**src/rtl/ahb_switch_arbiter.sv**
```systemverilog
// ahb_switch_arbiter: decides which master port owns one slave port of the
// AHB3-Lite multi-layer switch. One instance sits on each slave port.
//   - The highest priority wins. Equal priorities share the port round-robin.
//   - A burst or a locked sequence is never broken.
//   - The grant is registered, so a new owner appears one cycle after the
//     arbitration point.
// Optional feature: define AHB_ARB_STARVE_EN to enable starvation boost.
//   - A requester that loses STARVE_CYCLES arbitration points in a row joins a
//     class that sits above priority 7.
//   - Without the macro the arbiter is pure priority + round-robin.
// The per-master priority port is named prio, because "priority" is a
// reserved word in SystemVerilog.
module ahb_switch_arbiter #(
  parameter int MASTERS       = 3,
  parameter int STARVE_CYCLES = 16,
  localparam int IDXW         = (MASTERS > 1) ? $clog2(MASTERS) : 1
) (
  input  logic                 HCLK,
  input  logic                 HRESET,
  input  logic [MASTERS-1:0]   req,
  input  logic [MASTERS*3-1:0] prio,
  input  logic [MASTERS-1:0]   can_switch,
  input  logic [MASTERS-1:0]   lock,
  input  logic                 HREADY,
  output logic [MASTERS-1:0]   grant,
  output logic [IDXW-1:0]      grant_idx,
  output logic                 switched
);

  logic [MASTERS-1:0] grant_reg;
  logic [IDXW-1:0]    grant_idx_reg;
  logic               switched_reg;
  // rr_ptr_reg is the first index favoured on a priority tie. It points one
  // past the last owner, and points at master 0 after reset.
  logic [IDXW-1:0]    rr_ptr_reg;

  logic               owner_active;
  logic               ap;
  logic               any_req;
  logic [MASTERS-1:0] starved;
  logic [3:0]         cls [MASTERS];
  logic [IDXW-1:0]    win_idx;
  logic [IDXW-1:0]    rr_ptr_next;
  logic [MASTERS-1:0] win_onehot;

  assign grant        = grant_reg;
  assign grant_idx    = grant_idx_reg;
  assign switched     = switched_reg;
  assign owner_active = |grant_reg;
  assign any_req      = |req;

  // Arbitration point: a transfer completes and either:
  //   - there is no owner,
  //   - the owner stopped requesting, or
  //   - the owner is at an unlocked burst boundary.
  assign ap = HREADY & (~owner_active | ~req[grant_idx_reg] |
                        (can_switch[grant_idx_reg] & ~lock[grant_idx_reg]));

  // Effective class per master: the starvation flag on top of the 3-bit priority.
  generate
    for (genvar gi = 0; gi < MASTERS; gi++) begin : g_cls
      assign cls[gi] = {starved[gi], prio[gi*3 +: 3]};
    end
  endgenerate

  // Pick the highest class. The scan starts at the round-robin pointer, so on
  // a tie the earliest index in rotation wins.
  always_comb begin
    logic [IDXW:0] sum;
    logic [IDXW-1:0] cand;
    logic          found;
    logic [3:0]    best;
    found   = 1'b0;
    best    = '0;
    win_idx = '0;
    sum     = '0;
    cand    = '0;
    for (int k = 0; k < MASTERS; k++) begin
      sum = {1'b0, rr_ptr_reg} + (IDXW+1)'(k);
      if (sum >= (IDXW+1)'(MASTERS)) sum = sum - (IDXW+1)'(MASTERS);
      cand = sum[IDXW-1:0];
      if (req[cand] && (!found || cls[cand] > best)) begin
        found   = 1'b1;
        best    = cls[cand];
        win_idx = cand;
      end
    end
  end

  // Derive the winner's one-hot grant and the next round-robin start (winner + 1, wrapped).
  always_comb begin
    logic [IDXW:0] nxt;
    win_onehot  = MASTERS'(1) << win_idx;
    nxt         = {1'b0, win_idx} + (IDXW+1)'(1);
    if (nxt >= (IDXW+1)'(MASTERS)) nxt = '0;
    rr_ptr_next = nxt[IDXW-1:0];
  end

`ifdef AHB_ARB_STARVE_EN
  localparam int CW = $clog2(STARVE_CYCLES + 1);
  logic [CW-1:0] starve_cnt_reg [MASTERS];

  generate
    for (genvar gi = 0; gi < MASTERS; gi++) begin : g_starve
      assign starved[gi] = (starve_cnt_reg[gi] == CW'(STARVE_CYCLES));
      // Count the arbitration points this master lost while requesting. Clear
      // on a win or when it stops requesting, and saturate at the limit.
      always_ff @(posedge HCLK) begin
        if (HRESET) begin
          starve_cnt_reg[gi] <= '0;
        end else if (!req[gi]) begin
          starve_cnt_reg[gi] <= '0;
        end else if (ap) begin
          if (win_idx == IDXW'(gi))
            starve_cnt_reg[gi] <= '0;
          else if (!starved[gi])
            starve_cnt_reg[gi] <= starve_cnt_reg[gi] + CW'(1);
        end
      end
    end
  endgenerate
`else
  assign starved = '0;
`endif

  // Grant register. It only moves at arbitration points. With nobody
  // requesting the grant is released, but the index is kept for round-robin.
  always_ff @(posedge HCLK) begin
    if (HRESET) begin
      grant_reg     <= '0;
      grant_idx_reg <= '0;
      switched_reg  <= 1'b0;
      rr_ptr_reg    <= '0;
    end else begin
      switched_reg <= 1'b0;
      if (ap) begin
        if (any_req) begin
          grant_reg     <= win_onehot;
          grant_idx_reg <= win_idx;
          rr_ptr_reg    <= rr_ptr_next;
          switched_reg  <= (win_onehot != grant_reg);
        end else begin
          grant_reg <= '0;
        end
      end
    end
  end

endmodule

```
**config.mk**
```make
export PLATFORM = sky130hd
export DESIGN_NAME = ahb_switch_arbiter
export DESIGN_NICKNAME = d
export VERILOG_FILES = /design/src/rtl/ahb_switch_arbiter.sv
export SDC_FILE = /design/constraint.sdc
export NUM_CORES = 1
export LEC_CHECK = 0
export CAP_MARGIN = 0
export CORE_MARGIN = 2
export CORE_UTILIZATION = 50
export CTS_BUF_LIST = sky130_fd_sc_hd__clkbuf_8
export DETAILED_ROUTE_END_ITERATION = 16
export PLACE_DENSITY = 0.82
export SLEW_MARGIN = 5
export SYNTH_ARGS = -nofsm -noshare
export SYNTH_HDL_FRONTEND = slang
export SYNTH_SLANG_ARGS = --single-unit
```
**constraint.sdc**
```tcl
create_clock -name HCLK -period 6.8 [get_ports HCLK]
set_clock_uncertainty 0.05 [all_clocks]
set_input_delay 2.04 -clock HCLK [delete_from_list [all_inputs] [get_ports HCLK]]
set_output_delay 2.04 -clock HCLK [all_outputs]
set_load 0.02 [all_outputs]
```
Word level (Yosys, flattened, before mapping)
Cells that the tools add are included.
{"block": "word_totals", "word_cells": 80, "input_bits": 21, "reg_bits": 8, "output_inout_bits": 6}
{"block": "op_classes", "mux": 33, "magnitude_cmp": 13, "add_sub_neg": 6, "n_eq_ne": 1, "n_bitwise": 12, "n_shift": 1, "n_reduce_logical": 10}
{"op": "$mux W4", "count": 8}
{"op": "$bmux W4 S2", "count": 3}
{"op": "$mux W2", "count": 7}
{"op": "$bmux W1 S2", "count": 6}
{"op": "$lt A2 B3 Y1 const B", "count": 4}
{"op": "$ge A3 B2 Y1 const B", "count": 3}
{"op": "$ge A3 B3 Y1 const B", "count": 3}
{"op": "$not A2 Y3", "count": 3}
{"op": "$reduce_or A3 Y1", "count": 3}
{"op": "$gt A4 B4 Y1", "count": 2}
{"op": "$mux W1", "count": 8}
{"op": "$add A2 B1 Y3 const B", "count": 2}
{"op": "$sub A2 B2 Y2 const B", "count": 3}
{"op": "$not A1 Y1", "count": 5}
{"op": "$add A2 B2 Y3 const B", "count": 1}
{"op": "$mux W3", "count": 1}
{"op": "$ne A3 B3 Y1", "count": 1}
{"op": "$shl A1 B2 Y3 const A", "count": 1}
{"op": "$and A1 B1 Y1", "count": 2}
{"op": "$ge A2 B2 Y1 const B", "count": 1}
{"op": "$logic_and A1 B1 Y1", "count": 2}
{"op": "$logic_not A1 Y1", "count": 2}
{"op": "$logic_or A1 B1 Y1", "count": 2}
{"op": "$or A1 B1 Y1", "count": 2}
{"op": "$reduce_and A2 Y1", "count": 1}

Depth between registers and ports, before layout
Gate-level depths: netlist (run 1).
{"block": "depth", "word_depth": 18, "mapped_depth": 20, "mapped_depth_nobuf": 19}

Worst setup path before layout (run 1)
OpenSTA, ideal clock, no wires.
{"block": "synth_path", "path_type": "input-to-reg", "from": "input req[0]", "to": "register switched_reg (netlist: switched)", "setup_ps": 125, "t_required_ps": 6625, "n_path_buf": 0, "arrival_ps": 5143, "path_slack_ps": 1482, "path_stages": 15, "cell_sequence": "mux2_4 -> mux2_4 -> o211ai_1 -> ha_1 -> a211oi_1 -> o21ai_2 -> a21oi_1 -> a31oi_1 -> ha_1 -> a211oi_1 -> nor3b_1 -> a311oi_1 -> a21oi_2 -> a221oi_2 -> nor4b_2"}
{"block": "synth_between", "elab_chain_cells": 13, "elab_cells_between_ends": 33, "classes_between": "2 x order compare; 1 x eq/ne; 1 x shift; 15 x mux; 6 x bitwise; 8 x reduce/logical"}
{"element": "start, declared", "line_no": "20", "source": "input logic [MASTERS-1:0] req,"}
{"element": "$bmux W1 S2", "line_no": "82", "source": "if (req[cand] && (!found || cls[cand] > best)) begin"}
{"element": "$mux W1 (not written as such)", "line_no": "82"}
{"element": "$mux W4 / $mux W1 (equally long branches)", "line_no": "82"}
{"element": "$gt A4 B4 Y1 / $logic_not A1 Y1 (equally long branches)", "line_no": "82"}
{"element": "$logic_or A1 B1 Y1", "line_no": "82"}
{"element": "$logic_and A1 B1 Y1", "line_no": "82"}
{"element": "$mux W4 / $mux W1 (equally long branches)", "line_no": "82"}
{"element": "$gt A4 B4 Y1 / $logic_not A1 Y1 (equally long branches)", "line_no": "82"}
{"element": "$logic_or A1 B1 Y1", "line_no": "82"}
{"element": "$logic_and A1 B1 Y1", "line_no": "82"}
{"element": "$mux W2", "line_no": "82"}
{"element": "$shl A1 B2 Y3", "line_no": "93", "source": "win_onehot = MASTERS'(1) << win_idx;"}
{"element": "$ne A3 B3 Y1", "line_no": "141", "source": "switched_reg <= (win_onehot != grant_reg);"}
{"element": "end signal, assigned", "line_no": "141"}
{"element": "end, declared", "line_no": "32", "source": "logic switched_reg;"}
Several ways; a longest one is shown, not always the timed one. The select of a mux whose other input is x is not followed.
A chain may end at the register's enable or synchronous reset.

Worst setup path after layout (run 1)
{"block": "layout_path", "from": "input req[1]", "to": "register switched_reg (netlist: switched)"}
Same word-level chain as after synthesis.

==> impl_results.md, run 1 <==
* Die area at 2444 um2
* IO buf count at 26
* Most used routing layer: met2
* Seq/Total Area, Yosys at 0.1552
* Pin count of the biggest net entering global routing at 18
* Worst Setup Start Kind: input pin
* HP Class: flop to flop
* WP data required at 6.86 ns
* Max Slew Vio Count at 0
* Adder-Cell Fraction of Synth Area at 0.1091
* Worst R2R Setup Slack at 2.11 ns
* Worst skew pair latency at 0.23 ns
* DRT Wirelength at 2591 um
* Clock-pin slew on the worst setup and hold paths at 0.04 ns
* Most frequent cells in the layout: clkdlybuf4s50_1 (26), a21oi_1 (11), nand2_1 (10)
* Post-synth top area share at 0.1552
* Origin of the critical flop-to-flop path: rr_ptr_reg[1]$_SDFFE_PP0P_
* Vias in the first global route at 1002
* Slowest cell on the critical path: clkdlybuf4s50_1
* DRT antenna net count at 0
* VDD IR-drop max at 0.3747 mV
* DR vias at 1042
* CP cell instances: clkdlybuf4s50_1 -> mux2_4 -> mux2_4 -> o211ai_1 -> ha_1 -> nand3_1 -> o21ai_0 -> o21ai_2 -> a21oi_1 -> a31oi_1 -> ha_1 -> a211oi_1 -> nor3b_1 -> a311oi_1 -> a21oi_2 -> a221oi_2 -> nor4b_2
* CTS Hold Bufs at 0
* Status: completed
* WP depth at 17
* Simple-gate share of the synthesized area at 0.2036
* R2R cell count at 18
* Cells after synthesis at 126
* Critical Path Sink: switched$_SDFF_PP0_
* Worst slew pin tran at 0.5743 ns
* Crit-path max FO at 8
* EDFF count, synth at 0
* DPL Wire Length at 2042 um
* Min Hold Slack at 0.4437 ns
* Clock power frac at 0.080
* Die width at 49.44 um
* Total Neg Setup Slack at 0 ns
* Complex-gate fraction of the synthesized area at 0.3394
* RR Endpoint: switched$_SDFF_PP0_
* Synth Register Bits at 8
* Largest family of logic cells by synthesized area: compound AO/OA/AOI/OAI gates
* Pre-antenna DRT Iters at 4
* Met3 usage at 0.02147
* Root Buffer: clkbuf_8
* Max_slew headroom at 0.6171
* Routing usage on met1 at 0.2788
* DRC viols at 0
* Fin nets at 183
* Area grow syn2layout at 30.06%
* CP top delay family: compound AO/OA/AOI/OAI gates
* Switching power at 0.0003785 W
* Final Hold Vio Count at 0
* Library cells used by synthesis at 45
* Comb power frac at 0.803
* Antenna Cells at 0
* Core area at 1962 um2
* TritonCTS clock tree: yes
* Internal at 0.0003451 W
* Critical path type: input pin to flop
* Grt met2 use at 0.3874
* Mux cell area share after synthesis at 0.1394
* Commonest non-fill, non-tap cell in the layout: clkdlybuf4s50_1
* Mapped Nets at 156
* Critical path's largest stage delay at 0.53 ns
* Mapped cell area at 1032 um2
* RePlAce Congestion at 0.8906
* Seq pwr share at 0.117
* Maxcap violations at 0
* Vias per cell at 5.854
* CTS Buffer Depth at 2
* Ranking of synthesized cells by area: dfxtp_1 (16%), ha_1 (11%), mux2i_1 (7.8%), a21oi_1 (5.3%), o21ai_0 (4.4%)
* Top Ports at 27
* Max reg flops at 3
* Power per cell area at 539.0 nW/um2
* Initial detailed-routing violation count at 26
* Post CTS Setup Buffer Count at 0
* Bufs and invs on worst path at 1
* Dominant cell type by area after synthesis: dfxtp_1
* Worst setup startpoint: req[1]
* Initial core utilization at 0.5261
* Fin crit period at 6.081 ns
* Yosys warning count at 0
* Grt total ovfl at 0
* First-pass GRT wire length at 4264 um
* Total GRT Usage at 0.2261
* RSZ-0062 raised after global routing: no
* Fraction of registers with async set/reset at 0
* Antenna violations before repair at 0
* Post-Syn Area per Cell at 8.192 um2
* Main synth FF type: dfxtp_1
* CP Capture Type: flop
* Post-Synth XOR/XNOR Area at 0
* Layout cells sized above 1 at 0.1258
* Final setup fails at 0
* Die Ht at 49.44 um
* Switching Fraction at 0.5230
* Pleak at 0.5162 nW
* WL per Instance at 14.56 um
* Fmax at 164.4 MHz
* Maximum level of the CTS H-tree at 1
* Crit path DAT at 6.14 ns
* CTS resizes at 0
* CTS Buf Count at 3
* Std cell rows at 16
* Clock Sinks at 8
* Crit share post-route at 0.8943
==> cell type report <==
class                           instances  area [um2]
Clock buffer                            3       41.29
Timing Repair Buffer                   26       260.3
Fill cell                             182       619.3
Inverter                                8       30.03
Multi-Input combinational cell        106       817.0
Sequential cell                         8       160.2
Tap cell                               27       33.78
==> layer usage <==
layer | wire length, um | vias up | part of all wire
met5 | 0 | - | 0
met4 | 62 | 0 | 0.024
met3 | 91 | 8 | 0.035
met2 | 1249 | 33 | 0.48
met1 | 1188 | 479 | 0.46
li1 | - | 522 | -
==> through the flow <==
step | setup slack, ns | total power (W) | std cells | utilization | area (um2)
after floorplan | 1.482 | 0.0005296 | 126 | - | 1032
after global placement | 0.7440 | 0.0006285 | 175 | 0.6633 | 1301
after detailed placement | 0.5368 | 0.0006534 | 175 | 0.6633 | 1301
after CTS | 0.7625 | 0.0007176 | 178 | 0.6843 | 1343
after global routing | 0.4274 | 0.0007830 | 178 | 0.6843 | 1343
final | 0.7185 | 0.0007236 | 178 | 0.6843 | 1343
==> worst min-delay path, stage by stage (launching register included) <==
cell	delay, ns
dfxtp_1	0.33
nand2_1	0.06
a21oi_1	0.05
==> synth_stat cells, types with 3 or more instances <==
cell / instances
a21oi_1: 11
nand2_1: 10
ha_1: 9
o21ai_0: 9
dfxtp_1: 8
mux2i_1: 8
nor2_1: 8
inv_1: 7
nor2b_1: 4
a31oi_1: 3
mux2_2: 3
nand2b_1: 3
nand3_1: 3
o21a_1: 3
==> power groups by stage <==
stage / clock, W / combinational [W] / sequential, W
2_1_floorplan: 0 / 0.000433 / 0.0000963
3_3_place_gp: 0 / 0.000545 / 0.0000831
3_5_place_dp: 0 / 0.000569 / 0.0000842
4_1_cts: 0.0000596 / 0.000574 / 0.0000839
5_1_grt: 0.0000617 / 0.000634 / 0.0000872
6_report: 0.0000577 / 0.000581 / 0.0000848
==> kinds of logic (layout without fill, tap and decap cells) <==
family,count (synthesis),after routing
fa+ha+maj,9,9
simple gates,39,39
flops,8,8
compound gates,45,45
mux,13,13
buf+inv,12,37
==> worst min path at each step <==
stage	startpoint	end	slack, ns	cells past startpoint
after floorplan	rr_ptr_reg[0]$_SDFFE_PP0P_	rr_ptr_reg[0]$_SDFFE_PP0P_	0.41	2
after global placement	rr_ptr_reg[0]$_SDFFE_PP0P_	rr_ptr_reg[0]$_SDFFE_PP0P_	0.44	2
after detailed placement	grant_idx[1]$_SDFFE_PP0P_	grant_idx[1]$_SDFFE_PP0P_	0.44	2
after CTS	grant_idx[1]$_SDFFE_PP0P_	grant_idx[1]$_SDFFE_PP0P_	0.45	2
after global routing	rr_ptr_reg[0]$_SDFFE_PP0P_	rr_ptr_reg[0]$_SDFFE_PP0P_	0.47	2
final	grant_idx[1]$_SDFFE_PP0P_	grant_idx[1]$_SDFFE_PP0P_	0.44	2
(Power assumes the default switching activity.)
==> run 2, diff against run 1 <==
- HOLD_SLACK_MARGIN: not set -> 0.06
==> results of run 2 <==
Same layout as run 1: the final DEF is identical, and so are final timing and power.
==> run 3, diff against run 2 <==
- ABC_CLOCK_PERIOD_IN_PS: not set -> 6800
==> results of run 3 <==
Same layout as run 1: the final DEF is identical, and so are final timing and power.
